### src/rtl/calc_pkg.sv
// calc_pkg: shared constants for the calculator front end.
package calc_pkg;
    localparam int NUM_PB        = 13;
    localparam int DEBOUNCE_SIM  = 4;
    localparam int DEBOUNCE_FPGA = 100000;
    localparam int PB_DIG0       = 0;
    localparam int PB_DIG1       = 1;
    localparam int PB_OP_LO      = 10;
    localparam int PB_OP_HI      = 12;
    localparam int PB_IDX_W      = $clog2(NUM_PB);
endpackage

### src/rtl/pb_conditioner_if.sv
// pb_conditioner_if: raw buttons in, conditioned levels, strobes and key event out.
interface pb_conditioner_if #(parameter int N = calc_pkg::NUM_PB) ();
    logic [N-1:0]         pb_raw;
    logic [N-1:0]         pb_level;
    logic [N-1:0]         pb_strobe;
    logic                 strobe_valid;
    logic [$clog2(N)-1:0] strobe_idx;
    logic                 multi_press;
    modport master (output pb_raw, input pb_level, pb_strobe, strobe_valid, strobe_idx, multi_press);
    modport slave  (input pb_raw, output pb_level, pb_strobe, strobe_valid, strobe_idx, multi_press);
endinterface

### src/rtl/pb_debounce_bit.sv
// pb_debounce_bit: two-flop synchroniser, debounce counter, level and press strobe for one button.
module pb_debounce_bit #(
    parameter int DEBOUNCE_CYCLES = 4
) (
    input  logic clk,
    input  logic rst,
    input  logic pb_raw_i,
    output logic pb_level_o,
    output logic pb_strobe_o
);
    localparam int CW = $clog2(DEBOUNCE_CYCLES + 1);
    localparam logic [CW-1:0] CNT_MAX = CW'(DEBOUNCE_CYCLES - 1);
    logic          sync1_q, sync2_q, level_q, strobe_q;
    logic          level_d, strobe_d, done;
    logic [CW-1:0] cnt_q, cnt_d;
    // the compare against CNT_MAX bounds the counter, so it never wraps
    always_comb begin
        done     = (sync2_q != level_q) && (cnt_q == CNT_MAX);
        cnt_d    = (sync2_q == level_q || done) ? '0 : cnt_q + CW'(1);
        level_d  = done ? sync2_q : level_q;
        strobe_d = done && sync2_q;
    end
    always_ff @(posedge clk) begin
        if (rst) begin
            sync1_q  <= 1'b0;
            sync2_q  <= 1'b0;
            level_q  <= 1'b0;
            strobe_q <= 1'b0;
            cnt_q    <= '0;
        end else begin
            sync1_q  <= pb_raw_i;
            sync2_q  <= sync1_q;
            level_q  <= level_d;
            strobe_q <= strobe_d;
            cnt_q    <= cnt_d;
        end
    end
    assign pb_level_o  = level_q;
    assign pb_strobe_o = strobe_q;
endmodule

### src/rtl/pb_conditioner.sv
// pb_conditioner: per-button debounce plus priority encode of the press strobes.
module pb_conditioner
    import calc_pkg::*;
#(
    parameter int DEBOUNCE_CYCLES = DEBOUNCE_SIM
) (
    input logic             clk,
    input logic             rst,
    pb_conditioner_if.slave pb
);
    logic [NUM_PB-1:0]   level_w, strobe_w;
    logic [PB_IDX_W-1:0] idx_c;
    for (genvar i = 0; i < NUM_PB; i++) begin : g_bit
        pb_debounce_bit #(.DEBOUNCE_CYCLES(DEBOUNCE_CYCLES)) u_bit (
            .clk        (clk),
            .rst        (rst),
            .pb_raw_i   (pb.pb_raw[i]),
            .pb_level_o (level_w[i]),
            .pb_strobe_o(strobe_w[i])
        );
    end
    // scan from the top so the lowest set strobe ends up winning
    always_comb begin
        idx_c = '0;
        for (int i = NUM_PB - 1; i >= 0; i--)
            idx_c = strobe_w[i] ? PB_IDX_W'(i) : idx_c;
    end
    assign pb.pb_level     = level_w;
    assign pb.pb_strobe    = strobe_w;
    assign pb.strobe_valid = |strobe_w;
    assign pb.strobe_idx   = idx_c;
    assign pb.multi_press  = $countones(strobe_w) > 1;
endmodule
### src/flat_wrapper.sv
// flat-port wrapper written by rule: the top's interface ports become plain ports
module pb_conditioner_flat import calc_pkg::*;
#(
    parameter int DEBOUNCE_CYCLES = DEBOUNCE_SIM
)
  (clk, rst, pb_pb_raw, pb_pb_level, pb_pb_strobe, pb_strobe_valid, pb_strobe_idx, pb_multi_press);
  pb_conditioner_if pb_i ();
  input logic clk;
  input logic rst;
  input wire logic [$bits(pb_i.pb_raw)-1:0] pb_pb_raw;
  output wire logic [$bits(pb_i.pb_level)-1:0] pb_pb_level;
  output wire logic [$bits(pb_i.pb_strobe)-1:0] pb_pb_strobe;
  output wire logic [$bits(pb_i.strobe_valid)-1:0] pb_strobe_valid;
  output wire logic [$bits(pb_i.strobe_idx)-1:0] pb_strobe_idx;
  output wire logic [$bits(pb_i.multi_press)-1:0] pb_multi_press;
  assign pb_i.pb_raw = pb_pb_raw;
  assign pb_pb_level = pb_i.pb_level;
  assign pb_pb_strobe = pb_i.pb_strobe;
  assign pb_strobe_valid = pb_i.strobe_valid;
  assign pb_strobe_idx = pb_i.strobe_idx;
  assign pb_multi_press = pb_i.multi_press;
  pb_conditioner #(.DEBOUNCE_CYCLES(DEBOUNCE_CYCLES)) u_core (.clk(clk), .rst(rst), .pb(pb_i));
endmodule
### config.mk
export PLATFORM = sky130hd
export DESIGN_NAME = pb_conditioner_flat
export DESIGN_NICKNAME = d
export VERILOG_FILES = /design/src/rtl/calc_pkg.sv /design/src/rtl/pb_conditioner_if.sv /design/src/rtl/pb_debounce_bit.sv /design/src/rtl/pb_conditioner.sv /design/src/flat_wrapper.sv
export SDC_FILE = /design/constraint.sdc
export NUM_CORES = 1
export LEC_CHECK = 0
export CAP_MARGIN = 5
export CORE_ASPECT_RATIO = 0.9
export CORE_MARGIN = 3
export CORE_UTILIZATION = 35
export DETAILED_ROUTE_END_ITERATION = 12
export GPL_TIMING_DRIVEN = 0
export PLACE_DENSITY_LB_ADDON = 0.08
export SLEW_MARGIN = 20
export SYNTH_ARGS = -nofsm -noshare
export SYNTH_HDL_FRONTEND = slang
export SYNTH_SLANG_ARGS = --single-unit
### constraint.sdc
create_clock -name clk -period 5 [get_ports clk]
set_input_delay 0.5 -clock clk [delete_from_list [all_inputs] [get_ports clk]]
set_output_delay 0.5 -clock clk [all_outputs]
set_load 0.05 [all_outputs]
==> impl_metrics.toml, run 1 <==
[floorplan]
ios = 47
initial_utilization_pct = 36.8
number_of_rows_in_the_core_area = 35
core_mm2 = 0.0105
die_y_um = 106
die_area_mm2 = 0.0124
floorplan.die.width_um = 117

[yosys]
synth-edff-count = 0
count_of_state_elements_after_synthesis = 91
sequential_fraction_of_the_synthesis_area_pct = 47.1
synthesis.instances = 371
syn_area_mm2 = 0.00387
nets_in_the_synthesized_netlist = 431
async_s_r_ff_share_synth_pct = 0
synth-main-ff-cell = "dfxtp_1"
synth.lib_cells_used.distinct = 32
warnings_synthesis = 0
avgSynthCellArea_um2 = 10.4

[clock_tree]
cts_max_path_buffers = 2
numCtsBuffers = 9
clkTransAtPathRegs_ns = 0.06
clock_tree.htree_level_count = 3
clock_sinks = 91
tritoncts_clock_tree = "done"
clock_latency_on_the_worst_skew_pair_ns = 0.33
clockRootBuffer = "clkbuf_16"

[hold_path]
min_path_type = "reg -> reg"
worstHoldPathCells = 1
min-delay-start = "u_core.g_bit[5].u_bit.cnt_q[0]$_SDFF_PP0_"
hold_end = "u_core.g_bit[5].u_bit.cnt_q[0]$_SDFF_PP0_"

[outcome]
status = "complete, no violations"

[setup_path]
crit_end_element = "output port"
critical_path.reg2reg.startpoint = "u_core.g_bit[11].u_bit.cnt_q[0]$_SDFF_PP0_"
cp.required_ns = 4.50
regToRegSetupSlack_ns = 3.70
timing.setup.critical_path_class = "reg -> out"
worst-path-max-fanout = 5
reg2reg_to = "u_core.g_bit[11].u_bit.cnt_q[1]$_SDFF_PP0_"
worst_r2r_path_depth = 4
critical_path_arrival_ns = 4.04
kind_of_start_point_of_the_critical_path = "flop"
crit_path_start = "u_core.g_bit[0].u_bit.pb_strobe_o$_SDFF_PP0_"

[grt]
global_route.usage.total_pct = 11.5
antenna_found_initial = 0
grt_remaining_overflow = 0
grt_first_pass_wirelength_um = 11000
maximum_number_of_pins_on_one_net_before_global_route_repair = 16
number_of_global_route_vias_before_repair = 2343

[sta]
hold_violations_final = 0
tightestPinTransition_ns = 0.669
setup_viol_count_final = 0
period_share_pct = 90.8
slew_violations = 0
rsz_0062_raised_after_global_routing = "false"
timing.final.ws_setup_ns = 0.458
max_freq_ghz = 0.220
holdWs_ns = 0.417
fin_tns_setup_ns = 0
timing.clock.skew_ns = 0.00245
fin_crit_ns = 4.54
max-slew-margin-rel_pct = 55.4

[finish]
top_library_cells_by_usage_in_the_layout_fill_and_taps_aside = "91 x dfxtp_1, 54 x nor2_1, 48 x inv_1, 44 x clkdlybuf4s50_1, 37 x ha_1"
layout_cell_share_with_drive_strength_beyond_1_pct = 13.7
final_nets = 487
layout.cells.most_common = "dfxtp_1"
layout_area_overhead_pct = 23.0
insertedDiodeCount = 0

[place]
io_buffers = 45
gp_congestion = 0.714
dp_hpwl_um = 4910
dp_worst_setup_slack_ns = 0.247

[power_and_ir_drop]
power-per-cell-area_mw_per_mm2 = 297
power.leakage_nw = 1.92
ir_drop_uv = 174

[detailed_routing]
detail_route.wl_per_cell_um = 11.4
drc_viols = 0
first_drt_pass_iteration_count = 4
route.vias.total = 2388
drt_iter0_markers = 74
route.antenna.remaining_nets = 0
finalWirelength_um = 6390
avgViaCountPerCell = 4.26

[flow_run]
max-cap-violations = 0
==> cells by family after synthesis <==
group | Yosys count | share of synthesized area [%]
AND/OR/NAND/NOR | 120 | 18.0
flip-flops | 91 | 47.1
buffers and inverters | 81 | 10.9
adder cells (fa/ha/maj) | 45 | 16.1
XOR/XNOR | 13 | 2.94
multiplexers | 13 | 3.36
AO/OA/AOI/OAI | 8 | 1.58
==> worst max-delay path by stage <==
stage,slack [ns],to
floorplan,0.82,pb_multi_press
global placement,0.32,pb_multi_press
detailed placement,0.25,pb_multi_press
CTS,0.16,pb_multi_press
global route,0.15,pb_multi_press
finish,0.46,pb_multi_press
==> Yosys cell counts (all sizes together), types with 2 or more instances <==
master / count / area share, %
nor2: 57 / 5.7
inv: 48 / 4.7
nor2b: 29 / 4.7
nor4: 2 / 0.32
fa: 8 / 4.1
mux2i: 13 / 3.4
clkbuf: 3 / 0.29
nor4bb: 10 / 2.6
or3: 13 / 2.9
and4bb: 3 / 0.97
xnor2: 13 / 2.9
buf: 30 / 6.0
nand2: 2 / 0.19
ha: 37 / 12
dfxtp: 91 / 47
==> report_power, final <==
part	internal [W]	switching (W)	total [W]
combinational	0.0000245	0.0000186	0.0000431
sequential	0.000738	0.00000595	0.000744
clock	0.000352	0.000273	0.000625
==> flip-flops by register name, summed over array words and instances, names as in the netlist <==
name and count:
u_core.g_bit.u_bit.sync2_q 13, u_core.g_bit.u_bit.pb_level_o 13, u_core.g_bit.u_bit.pb_strobe_o 13, u_core.g_bit.u_bit.cnt_q 39
u_core.g_bit.u_bit.sync1_q 13
==> critical path, stage by stage (launching register included) <==
cell and delay, ns:
dfxtp_1 0.37, ha_1 0.30, inv_1 0.05, fa_1 0.50
fa_1 0.57, fa_1 0.41, inv_1 0.08, fa_1 0.20
inv_1 0.06, fa_1 0.37, a2111oi_1 0.35, o211ai_1 0.18
clkbuf_2 0.27
==> area by class of cell <==
class                   instances  area [um2]
well taps                     129         161
inverters                      48         180
repair buffers                 45         445
flip-flops and latches         91        1820
plain buffers                  33         243
multi-input cells             199        1630
fillers                      1057        5750
clock inverters                 5        37.5
clock buffers                  11         243
==> metrics by stage <==
step	area [um2]	instances	utilization, %	power, W
final	4760	561	45.3	0.00141
after global routing	4760	561	45.3	0.00148
after CTS	4760	561	45.3	0.00144
after detailed placement	4480	545	42.6	0.000805
after global placement	4480	545	42.6	0.000804
after floorplan	3870	371	-	0.000785
==> layer usage <==
layer / wire [um] / track usage, % / part of all wire, % / vias to the layer above
met5: 0 / 0 / 0 / -
met2: 2960 / 18.1 / 46 / 42
met4: 56 / 2.46 / 0.88 / 0
li1: - / - / - / 1267
met1: 3020 / 14.8 / 47 / 1074
met3: 359 / 4.59 / 5.6 / 5
==> what timing repair did <==
action                                  in CTS  in global routing
hold buffers                                 0                  0
pin swaps                                    0                  0
gates cloned                                 0                  0
endpoints found under the setup margin       1                  1
setup buffers                                0                  0
gates resized for setup                      1                  3
Note: power is estimated with default switching activity, not from simulation.
==> inputs of run 2 (changes only) <==
--- a/config.mk
+++ b/config.mk
@@ -11,8 +11,9 @@
 export CORE_UTILIZATION = 35
 export DETAILED_ROUTE_END_ITERATION = 12
 export GPL_TIMING_DRIVEN = 0
+export HOLD_SLACK_MARGIN = 0.02
 export PLACE_DENSITY_LB_ADDON = 0.08
-export SLEW_MARGIN = 20
+export SLEW_MARGIN = 10
 export SYNTH_ARGS = -nofsm -noshare
 export SYNTH_HDL_FRONTEND = slang
 export SYNTH_SLANG_ARGS = --single-unit
==> results of run 2 <==
Final layout, timing and power as in run 1 (identical DEF).
==> inputs of run 3 (changes only) <==
--- a/config.mk
+++ b/config.mk
@@ -13,6 +13,7 @@
 export GPL_TIMING_DRIVEN = 0
 export HOLD_SLACK_MARGIN = 0.02
 export PLACE_DENSITY_LB_ADDON = 0.08
+export RECOVER_POWER = 25
 export SLEW_MARGIN = 10
 export SYNTH_ARGS = -nofsm -noshare
 export SYNTH_HDL_FRONTEND = slang
==> run 3 against run 2 <==
  * Worst setup slack lost 0.0058 ns
  * Die area is the same
  * Flip-flop and latch count is the same
  * Critical path type unchanged
  * Largest cell class unchanged
  * Highest routed layer unchanged
==> impl_metrics.toml, run 3 (synthesized netlist as in run 1, its figures left out) <==
[sta]
setup_viol_count_final = 0
timing.final.ws_setup_ns = 0.452
slew_violations = 0
max-slew-margin-rel_pct = 56.0
tightestPinTransition_ns = 0.661
max_freq_ghz = 0.220
fin_tns_setup_ns = 0
hold_violations_final = 0
period_share_pct = 91.0
timing.clock.skew_ns = 0.00262
fin_crit_ns = 4.55
rsz_0062_raised_after_global_routing = "false"

[finish]
multiInputGateArea_mm2 = 0.00163
layout.cells.most_common = "dfxtp_1"
layout.filler_cells = 1058
top_library_cells_by_usage_in_the_layout_fill_and_taps_aside = "91 x dfxtp_1, 54 x nor2_1, 48 x inv_1, 40 x clkdlybuf4s50_1, 37 x ha_1"
layout_area_overhead_pct = 22.4
insertedDiodeCount = 0
layout_cell_share_with_drive_strength_beyond_1_pct = 13.0
final_nets = 487
layout.area.seq_mm2 = 0.00182
largest_register_ff_count = 39
top_reg_by_flops = "u_core.g_bit.u_bit.cnt_q"

[setup_path]
crit_end_element = "output port"
kind_of_start_point_of_the_critical_path = "flop"
critical_path_arrival_ns = 4.05
worst_r2r_path_depth = 4
reg2reg_to = "u_core.g_bit[11].u_bit.cnt_q[1]$_SDFF_PP0_"
cp.required_ns = 4.50
critical_path.reg2reg.startpoint = "u_core.g_bit[11].u_bit.cnt_q[0]$_SDFF_PP0_"
timing.setup.critical_path_class = "reg -> out"
worst-path-max-fanout = 5
regToRegSetupSlack_ns = 3.71

[grt]
number_of_global_route_vias_before_repair = 2343
maximum_number_of_pins_on_one_net_before_global_route_repair = 16
grt_remaining_overflow = 0
grt_first_pass_wirelength_um = 11000
antenna_found_initial = 0
global_route.usage.total_pct = 11.5

[place]
gp_congestion = 0.714
dp_worst_setup_slack_ns = 0.247
dp_hpwl_um = 4910
io_buffers = 45

[floorplan]
die_area_mm2 = 0.0124
initial_utilization_pct = 36.8
core_mm2 = 0.0105
die_y_um = 106
number_of_rows_in_the_core_area = 35
floorplan.die.width_um = 117
ios = 47

[clock_tree]
clock_latency_on_the_worst_skew_pair_ns = 0.33
clock_sinks = 91
cts_max_path_buffers = 2
post_cts_buffers = 0
numCtsBuffers = 9
tritoncts_clock_tree = "done"
clockRootBuffer = "clkbuf_16"
clkTransAtPathRegs_ns = 0.06
clock_tree.htree_level_count = 3

[detailed_routing]
finalWirelength_um = 6400
route.vias.total = 2386
route.antenna.remaining_nets = 0
drt_iter0_markers = 75
drc_viols = 0
detail_route.wl_per_cell_um = 11.4
first_drt_pass_iteration_count = 4
avgViaCountPerCell = 4.25

[hold_path]
hold_end = "u_core.g_bit[5].u_bit.cnt_q[0]$_SDFF_PP0_"
min-delay-start = "u_core.g_bit[5].u_bit.cnt_q[0]$_SDFF_PP0_"
worstHoldPathCells = 1
min_path_type = "reg -> reg"

[power_and_ir_drop]
power.leakage_nw = 1.91
ir_drop_uv = 173
power-per-cell-area_mw_per_mm2 = 297

[outcome]
status = "complete, no violations"

[flow_run]
max-cap-violations = 0
run 3: power breakdown:
group | internal (W) | leakage, nW | switching (W)
sequential | 0.000738 | 0.740 | 0.00000596
clock | 0.000352 | 0.132 | 0.000272
combinational | 0.0000221 | 1.03 | 0.0000184
total | 0.00111 | 1.91 | 0.000296
run 3: stage by stage:
step	instance area [um2]	hold slack [ns]	std cells	utilization [%]	power (W)
after floorplan	3870	0.396	371	-	0.000785
after global placement	4480	0.404	545	42.6	0.000804
after detailed placement	4480	0.411	545	42.6	0.000805
after CTS	4760	0.421	561	45.3	0.00144
after global routing	4740	0.448	561	45.1	0.00148
final	4740	0.417	561	45.1	0.00141
run 3: cell type report:
type / count / area share [%]
Clock inverter: 5 / 0.792
Multi-Input combinational cell: 199 / 34.3
Clock buffer: 11 / 5.12
Buffer: 33 / 4.70
Sequential cell: 91 / 38.4
Inverter: 48 / 3.80
Timing Repair Buffer: 45 / 9.40
Tap cell: 129 / 3.41
run 3: how the worst max path moves through the flow:
stage                                                      start              to  slack, ns  cells after the start
CTS                 u_core.g_bit[2].u_bit.pb_strobe_o$_SDFF_PP0_  pb_multi_press       0.16                     12
global route        u_core.g_bit[2].u_bit.pb_strobe_o$_SDFF_PP0_  pb_multi_press       0.15                     12
detailed placement  u_core.g_bit[2].u_bit.pb_strobe_o$_SDFF_PP0_  pb_multi_press       0.25                     12
floorplan           u_core.g_bit[0].u_bit.pb_strobe_o$_SDFF_PP0_  pb_multi_press       0.82                     11
global placement    u_core.g_bit[2].u_bit.pb_strobe_o$_SDFF_PP0_  pb_multi_press       0.32                     11
finish              u_core.g_bit[2].u_bit.pb_strobe_o$_SDFF_PP0_  pb_multi_press       0.45                     12
run 3: metal layers:
layer	track usage, %	part of all wire [%]
met5	0	0
met4	2.46	0.88
met3	4.59	5.6
met2	18.1	46
met1	14.8	47
run 3: repair_timing:
item	4_1_cts	5_1_grt
gates cloned	0	0
gates resized for setup	1	3
setup endpoints to repair	1	1
endpoints found under the hold margin	0	0
hold buffers	0	0
run 3: worst max-delay path, cell delays in order, from the launching register on:
cell and delay (ns):
dfxtp_1 0.44, ha_1 0.28, inv_1 0.08, fa_1 0.45, fa_1 0.57, fa_1 0.41
inv_1 0.08, fa_1 0.20, inv_1 0.06, fa_1 0.37, a2111oi_1 0.35, o211ai_1 0.18
clkbuf_2 0.27
